### src/rtl/tl_a_pkg.sv
// Shared TileLink A-channel types: opcode constants, the stored beat layout
// and the burst-length helper used when tagging first/last beats.
package tl_a_pkg;

    localparam logic [2:0] PUT_FULL    = 3'd0;
    localparam logic [2:0] PUT_PARTIAL = 3'd1;
    localparam logic [2:0] ARITH       = 3'd2;
    localparam logic [2:0] LOGIC       = 3'd3;
    localparam logic [2:0] GET         = 3'd4;
    localparam logic [2:0] HINT        = 3'd5;
    localparam logic [2:0] ACQUIRE     = 3'd6;

    typedef struct packed {
        logic [2:0]  opcode;
        logic [2:0]  param;
        logic [2:0]  size;
        logic [8:0]  source;
        logic [31:0] address;
        logic [7:0]  mask;
        logic [63:0] data;
        logic        corrupt;
        logic        first;
        logic        last;
    } tl_a_beat_t;

    // Only Puts carry data; one 64-bit beat covers 8 bytes, so size 7 -> 16 beats.
    function automatic logic [4:0] num_beats(input logic [2:0] opcode, input logic [2:0] size);
        logic has_data;
        has_data = (opcode == PUT_FULL) || (opcode == PUT_PARTIAL);
        if (has_data && (size > 3'd3))
            num_beats = 5'd1 << (size - 3'd3);
        else
            num_beats = 5'd1;
    endfunction

endpackage

### src/rtl/tl_beat_tracker.sv
// Input-side beat counter: tags each enqueued beat with first/last of its message.
// Latency: first/last are combinational from the current opcode/size; counter updates on fire.
// Backpressure: none of its own; advances only on an accepted beat.
module tl_beat_tracker
    import tl_a_pkg::*;
(
    input  logic       clock,
    input  logic       reset_n,
    input  logic       fire,
    input  logic [2:0] opcode,
    input  logic [2:0] size,
    output logic       first,
    output logic       last
);

    logic [3:0] icnt;
    logic [4:0] beats;

    assign beats = num_beats(opcode, size);
    assign first = (icnt == 4'd0);
    assign last  = ({1'b0, icnt} == (beats - 5'd1));

    always_ff @(posedge clock or negedge reset_n) begin
        if (!reset_n)
            icnt <= 4'd0;
        else if (fire)
            icnt <= last ? 4'd0 : icnt + 4'd1;
    end

endmodule

### src/rtl/tl_a_channel_queue.sv
// TileLink A-channel buffer ahead of the crossing; optional bypass via TL_A_QUEUE_FLOW_EN.
// Latency: 1 cycle enqueue->out_valid (0 cycles when bypassing an empty queue).
// Backpressure: in_ready drops when the registered count reaches DEPTH.
module tl_a_channel_queue
    import tl_a_pkg::*;
#(
    parameter int DEPTH = 2,
    parameter int CNT_W = $clog2(DEPTH + 1)
) (
    input  logic              clock,
    input  logic              reset_n,

    input  logic              in_valid,
    output logic              in_ready,
    input  logic [2:0]        in_opcode,
    input  logic [2:0]        in_param,
    input  logic [2:0]        in_size,
    input  logic [8:0]        in_source,
    input  logic [31:0]       in_address,
    input  logic [7:0]        in_mask,
    input  logic [63:0]       in_data,
    input  logic              in_corrupt,

    output logic              out_valid,
    input  logic              out_ready,
    output logic [2:0]        out_opcode,
    output logic [2:0]        out_param,
    output logic [2:0]        out_size,
    output logic [8:0]        out_source,
    output logic [31:0]       out_address,
    output logic [7:0]        out_mask,
    output logic [63:0]       out_data,
    output logic              out_corrupt,
    output logic              out_first,
    output logic              out_last,

    output logic [CNT_W-1:0]  count
);

    localparam int PTR_W = (DEPTH > 1) ? $clog2(DEPTH) : 1;

    tl_a_beat_t        mem [DEPTH];
    tl_a_beat_t        in_beat;
    tl_a_beat_t        head;
    tl_a_beat_t        out_beat;
    logic [PTR_W-1:0]  wp;
    logic [PTR_W-1:0]  rp;
    logic              enq;
    logic              deq;
    logic              push;
    logic              in_first;
    logic              in_last;

    function automatic logic [PTR_W-1:0] ptr_inc(input logic [PTR_W-1:0] p);
        ptr_inc = (p == PTR_W'(DEPTH - 1)) ? '0 : p + 1'b1;
    endfunction

    assign in_ready = (count != CNT_W'(DEPTH));
    assign enq      = in_valid && in_ready;

    tl_beat_tracker u_tracker (
        .clock   (clock),
        .reset_n (reset_n),
        .fire    (enq),
        .opcode  (in_opcode),
        .size    (in_size),
        .first   (in_first),
        .last    (in_last)
    );

    assign in_beat = '{
        opcode:  in_opcode,
        param:   in_param,
        size:    in_size,
        source:  in_source,
        address: in_address,
        mask:    in_mask,
        data:    in_data,
        corrupt: in_corrupt,
        first:   in_first,
        last:    in_last
    };

    assign head = mem[rp];

`ifdef TL_A_QUEUE_FLOW_EN
    logic bypass;

    // An empty queue forwards the live input; a taken bypass beat is never stored.
    assign bypass    = (count == '0) && in_valid;
    assign out_valid = (count != '0) || in_valid;
    assign out_beat  = bypass ? in_beat : head;
    assign push      = enq && !(bypass && out_ready);
    assign deq       = (count != '0) && out_ready;
`else
    assign out_valid = (count != '0);
    assign out_beat  = head;
    assign push      = enq;
    assign deq       = out_valid && out_ready;
`endif

    assign out_opcode  = out_beat.opcode;
    assign out_param   = out_beat.param;
    assign out_size    = out_beat.size;
    assign out_source  = out_beat.source;
    assign out_address = out_beat.address;
    assign out_mask    = out_beat.mask;
    assign out_data    = out_beat.data;
    assign out_corrupt = out_beat.corrupt;
    assign out_first   = out_beat.first;
    assign out_last    = out_beat.last;

    // Payload storage is deliberately left unreset.
    always_ff @(posedge clock) begin
        if (push)
            mem[wp] <= in_beat;
    end

    always_ff @(posedge clock or negedge reset_n) begin
        if (!reset_n) begin
            wp    <= '0;
            rp    <= '0;
            count <= '0;
        end else begin
            if (push)
                wp <= ptr_inc(wp);
            if (deq)
                rp <= ptr_inc(rp);
            case ({push, deq})
                2'b10:   count <= count + 1'b1;
                2'b01:   count <= count - 1'b1;
                default: count <= count;
            endcase
        end
    end

endmodule

### config.mk
export PLATFORM = sky130hd
export DESIGN_NAME = tl_a_channel_queue
export DESIGN_NICKNAME = d
export VERILOG_FILES = /design/src/rtl/tl_a_pkg.sv /design/src/rtl/tl_beat_tracker.sv /design/src/rtl/tl_a_channel_queue.sv
export SDC_FILE = /design/constraint.sdc
export NUM_CORES = 1
export LEC_CHECK = 0
export BUFFER_PORTS_ARGS = -buffer_cell sky130_fd_sc_hd__buf_2
export CAP_MARGIN = 10
export CORE_MARGIN = 4
export CORE_UTILIZATION = 50
export CTS_CLUSTER_SIZE = 20
export DETAILED_ROUTE_END_ITERATION = 16
export PLACE_DENSITY = 0.85
export SLEW_MARGIN = 20
export SYNTH_ARGS = -nofsm -noshare
export SYNTH_HDL_FRONTEND = slang
export SYNTH_SLANG_ARGS = --single-unit
### constraint.sdc
create_clock -name clock -period 13.3 [get_ports clock]
set_input_delay 2.66 -clock clock [delete_from_list [all_inputs] [get_ports clock]]
set_output_delay 2.66 -clock clock [all_outputs]
set_load 0.01 [all_outputs]
Word-level counts from Yosys, hierarchy flattened
Memories as Yosys holds them, arrays and structs flattened.
Index checks and enable logic that the tools add are counted.
W data, S select, Z words.
{ "op_classes": {"n_reduce_logical": 8, "magnitude_cmp": 1, "n_shift": 1, "n_mux": 7, "n_addsub": 7, "eq_ne": 5} }
{ "op_table": {"columns": ["operator", "n"], "rows": [
  ["$eq A4 B5 Y1", 1],
  ["$mux W5", 1],
  ["$shl A1 B3 Y5 const A", 1],
  ["$sub A5 B1 Y5 const B", 1],
  ["$add A4 B1 Y4 const B", 1],
  ["$logic_not A4 Y1", 1],
  ["$mux W1", 4],
  ["$mux W4", 1],
  ["$pmux W2 S2", 1],
  ["$reduce_bool A2 Y1", 2],
  ["$eq A3 B1 Y1 const B", 1],
  ["$gt A3 B2 Y1 const B", 1],
  ["$logic_and A1 B1 Y1", 3],
  ["$logic_not A3 Y1", 1],
  ["$sub A3 B2 Y3 const B", 1],
  ["$add A1 B1 Y1 const B", 2],
  ["$add A2 B1 Y2 const B", 1],
  ["$eq A2 B1 Y1 const B", 1],
  ["$eq A2 B2 Y1 const B", 1],
  ["$ne A2 B2 Y1 const B", 1],
  ["$sub A2 B1 Y2 const B", 1],
  ["$logic_or A1 B1 Y1", 1]
]} }
{ "word_totals": {"mem_bits_rw": 250, "out_inout_bits": 129, "register_bits": 8, "n_memories": 1} }
{ "mem_list": {"columns": ["name", "words", "width", "read_ports", "rd_ports_with_merged_regs", "write_ports", "line", "rtl"], "rows": [
  ["mem", 2, 125, 1, 0, 1, "tl_a_channel_queue.sv:42", "tl_a_beat_t mem [DEPTH];"]
]} }

Longest topological paths before layout
{ "depth": {"ltp_word": 7, "mapped_depth": 11, "mapped_depth_nobuf": 11} }

Modules after synthesis
A second synthesis with hierarchy kept.
{ "unflattened": {"hier_cells": 454, "area_unflattened_um2": 9780.6} }
{ "by_module_without_submodules": {"columns": ["mod", "cells_each", "area_per_inst_um2", "instances", "seq_area_each_um2"], "rows": [
  ["tl_a_channel_queue", 407, 9369.0, 1, 7607.3],
  ["tl_beat_tracker", 47, 411.6, 1, 100.1]
]} }

Least setup slack after synthesis
No wires, ideal clock.
{ "synth_timing": {"path_kind": "input to register", "startpoint": "input in_valid", "endpoint": "memory mem[0][0] (netlist name), enable pin", "cell_stages": 4, "arrival_ns": 8.198, "setup_time_ns": 0.614, "path_slack_ns": 4.488, "n_path_buf": 1, "path_cell_list": "and2_1 buf_6 inv_4 nor2_1"} }
{ "synth_between": {"elab_chain_cells": 3} }
{ "synth_rtl": {"columns": ["element", "line", "rtl"], "rows": [
  ["start: declaration", "tl_a_channel_queue.sv:13", "input logic in_valid,"],
  ["$logic_and A1 B1 Y1", "tl_a_channel_queue.sv:59", "assign enq = in_valid && in_ready;"],
  ["$mux W1", "tl_a_channel_queue.sv:115", "if (push)"],
  ["$mux W1 (not written as such)", "tl_a_channel_queue.sv:116", "mem[wp] <= in_beat;"],
  ["end: declaration", "tl_a_channel_queue.sv:42", null]
]} }
Every way passes these cells.

Final worst setup path
{ "layout_timing": {"startpoint": "register rp", "endpoint": "output out_address[9]"} }
{ "layout_between": {"elab_chain_cells": 1} }
{ "layout_rtl": {"columns": ["element", "line", "rtl"], "rows": [
  ["start: declaration", "tl_a_channel_queue.sv:47", "logic [PTR_W-1:0] rp;"],
  ["start signal: assignment", "tl_a_channel_queue.sv:128", "rp <= ptr_inc(rp);"],
  ["$mem_v2 Z2 W125", null, null],
  ["end: declaration", "tl_a_channel_queue.sv:30", "output logic [31:0] out_address,"]
]} }
Every way passes these cells.

==> out/qor.yml <==
sta:
  fin_ws_ns: 8.019
  finalCritPeriodShare: 0.3971
  skew_ns: 0.009874
  finalHoldViolations: 0
  max_slew.worst_pin.slew_ns: 0.9007
  slew_viol_final: 0
  fmax_mhz: 189.3
  setup_viol: 0
  slew_headroom: 0.3995
  fin_tns_setup_ns: 0
  rsz0062_at_grt: "false"
  finalCriticalPeriod_ns: 5.281
critical_path:
  worstPathArrival_ns: 2.62
  worstPathRequired_ns: 10.64
  path_class: "register to primary output"
  cp-start-kind: "register"
  cp-end-kind: "primary output"
  cp_max_fo: 86
drt:
  route.detailed.wl_per_inst_um: 18.46
  num_vias: 5112
  ant_nets: 0
  dr.first_iter.drc_count: 203
  avgViaCountPerCell: 5.041
  first_pass_iters: 4
  drc: 0
  wirelength_mm: 18.72
logic_synthesis:
  post-synth-top-area-cell: "edfxtp_1"
  synth_commonest_cells: "250 x edfxtp_1, 125 x mux2_2, 8 x buf_2, 8 x dfrtp_1"
  synthMostInstantiatedCell: "edfxtp_1"
  async_reset_ff_frac: 0.03101
  yosys-top-cells-area: "edfxtp_1 78%, mux2_2 15%, dfrtp_1 2.1%, ha_1 0.78%, xnor2_1 0.64%"
  synth_area_per_cell_um2: 20.99
  ys_seq_area_frac: 0.8017
  ys.flop_type: "edfxtp_1"
  synth_edf_count: 250
  synth_top_area_frac: 0.7808
  synthesis.area_mm2: 0.009614
  synth_fp_nets: 591
  yosysUniqueCellTypes: 34
  synth_cells: 458
  yosys_warnings: 0
  ys_seq_elements: 258
die:
  die_width_um: 146.7
  initial_core_util: 0.5106
  core-area_mm2: 0.01883
  die_area_mm2: 0.02151
  row_count: 50
  io_pins: 256
  chipHeight_um: 146.7
layout:
  syn2layout_area_growth_pct: 25.36
  nets: 864
  drive_above_1_share: 0.5699
placement:
  placement.io_buffers: 255
  gp_congestion: 0.7513
  dp_hpwl_mm: 12.25
  preCtsSetupSlack_ns: 8.172
global_routing:
  grt_pass1_wl_mm: 29.15
  antenna_found_initial: 4
  grt_max_degree: 87
  grt_pass1_vias: 5458
  grt_overflow: 0
  track_usage: 0.1691
clocking:
  cts_tree: "done"
  path_clk_slew_ns: 0.06
  cts_resized: 0
  cts_htree_levels: 1
  clk_latency_ns: 0.51
  clock_sinks: 258
  cts_buffer_depth: 3
  cts_root_buf: "clkbuf_16"
  post_cts_buffers: 0
  cts_hold_buf: 0
  cts_buffers: 26
run:
  cap_violations: 0
hold_path:
  hp-class: "register to register"
pwr:
  irDropWorstVdd_uv: 150.1
  power_density_mw_per_mm2: 220.6
  power.leakage_nw: 4.538
outcome:
  outcome: "complete, no violations"
-- power by group --
part	total [W]	internal (W)	switching (W)
Combinational	0.000765	0.000347	0.000418
Sequential	0.00119	0.00112	0.0000721
Clock	0.000706	0.000426	0.000280
-- cells in the final DEF, fill, tap and decap left out, types with 4 or more instances in the layout --
master,instances
xnor2_1,7
dfrtp_1,7
clkbuf_16,27
mux2_2,125
inv_1,6
ha_1,6
clkbuf_1,4
edfxtp_1,250
nor2_1,5
buf_4,4
clkinv_1,8
buf_2,255
clkinv_2,5
-- stage by stage --
step	util	hold WS (ns)	area, um2	power (W)	cells
final	0.6401	0.5078	12050	0.002659	1014
after global routing	0.6401	0.5421	12050	0.002792	1014
after CTS	0.6395	0.5117	12040	0.002694	1011
after detailed placement	0.5947	0.4918	11200	0.001979	963
after global placement	0.5947	0.4987	11200	0.001961	963
after floorplan	-	0.5263	9614	0.001709	458
-- flip-flops by register name (all words and copies together) (netlist names) --
signal          cells
u_tracker.icnt      4
count               2
mem               250
wp                  1
rp                  1
-- layout make-up --
cell class,instances,area (um2)
sequential,258,7711
fill,1294,6778
multi-input combinational,178,1819
timing repair buffer,260,1318
clock buffer,31,690.7
tap,260,325.3
clock inverter,17,152.6
inverter,7,28.78
antenna,3,7.507
-- path summary, 6_finish.rpt --
check | slack (ns) | depth (start not counted) | to | startpoint
hold / removal | 0.51 | 1 | count[1]$_DFFE_PN0P_ | count[1]$_DFFE_PN0P_
setup reg to reg | 10.38 | 6 | mem[0][14]$_DFFE_PP_ | count[1]$_DFFE_PN0P_
max in group asynchronous | 11.11 | 1 | rp$_DFFE_PN0P_ | reset_n
min in group asynchronous | 1.99 | 1 | u_tracker.icnt[1]$_DFFE_PN0P_ | reset_n
hold reg to reg | 0.51 | 1 | count[1]$_DFFE_PN0P_ | count[1]$_DFFE_PN0P_
setup / recovery | 8.02 | 3 | out_address[9] | rp$_DFFE_PN0P_
-- critical path: stages (launching register included) --
cell and delay (ns):
dfrtp_4 0.77, buf_6 0.71, mux2_2 0.43, buf_2 0.14
-- routing by layer --
layer / up-vias / global-route usage / routed length [um]
li1: 2355 / - / -
met1: 2493 / 0.2032 / 7187
met2: 218 / 0.2955 / 9457
met3: 44 / 0.04811 / 1413
met4: 2 / 0.05456 / 648
met5: - / 0 / 13
-- logic make-up (layout without fill, tap and decap cells) --
logic type,Yosys count,in the layout,share of synthesized area
flip-flops,258,258,0.8017
multiplexers,125,125,0.1464
AND/OR/NAND/NOR,24,24,0.01406
buffers and inverters,22,315,0.01067
AO/OA/AOI/OAI,13,13,0.01028
XOR/XNOR,10,10,0.009110
adder cells (fa/ha/maj),6,6,0.007808
other,0,3,0
Note: power is estimated with default switching activity, not from simulation.
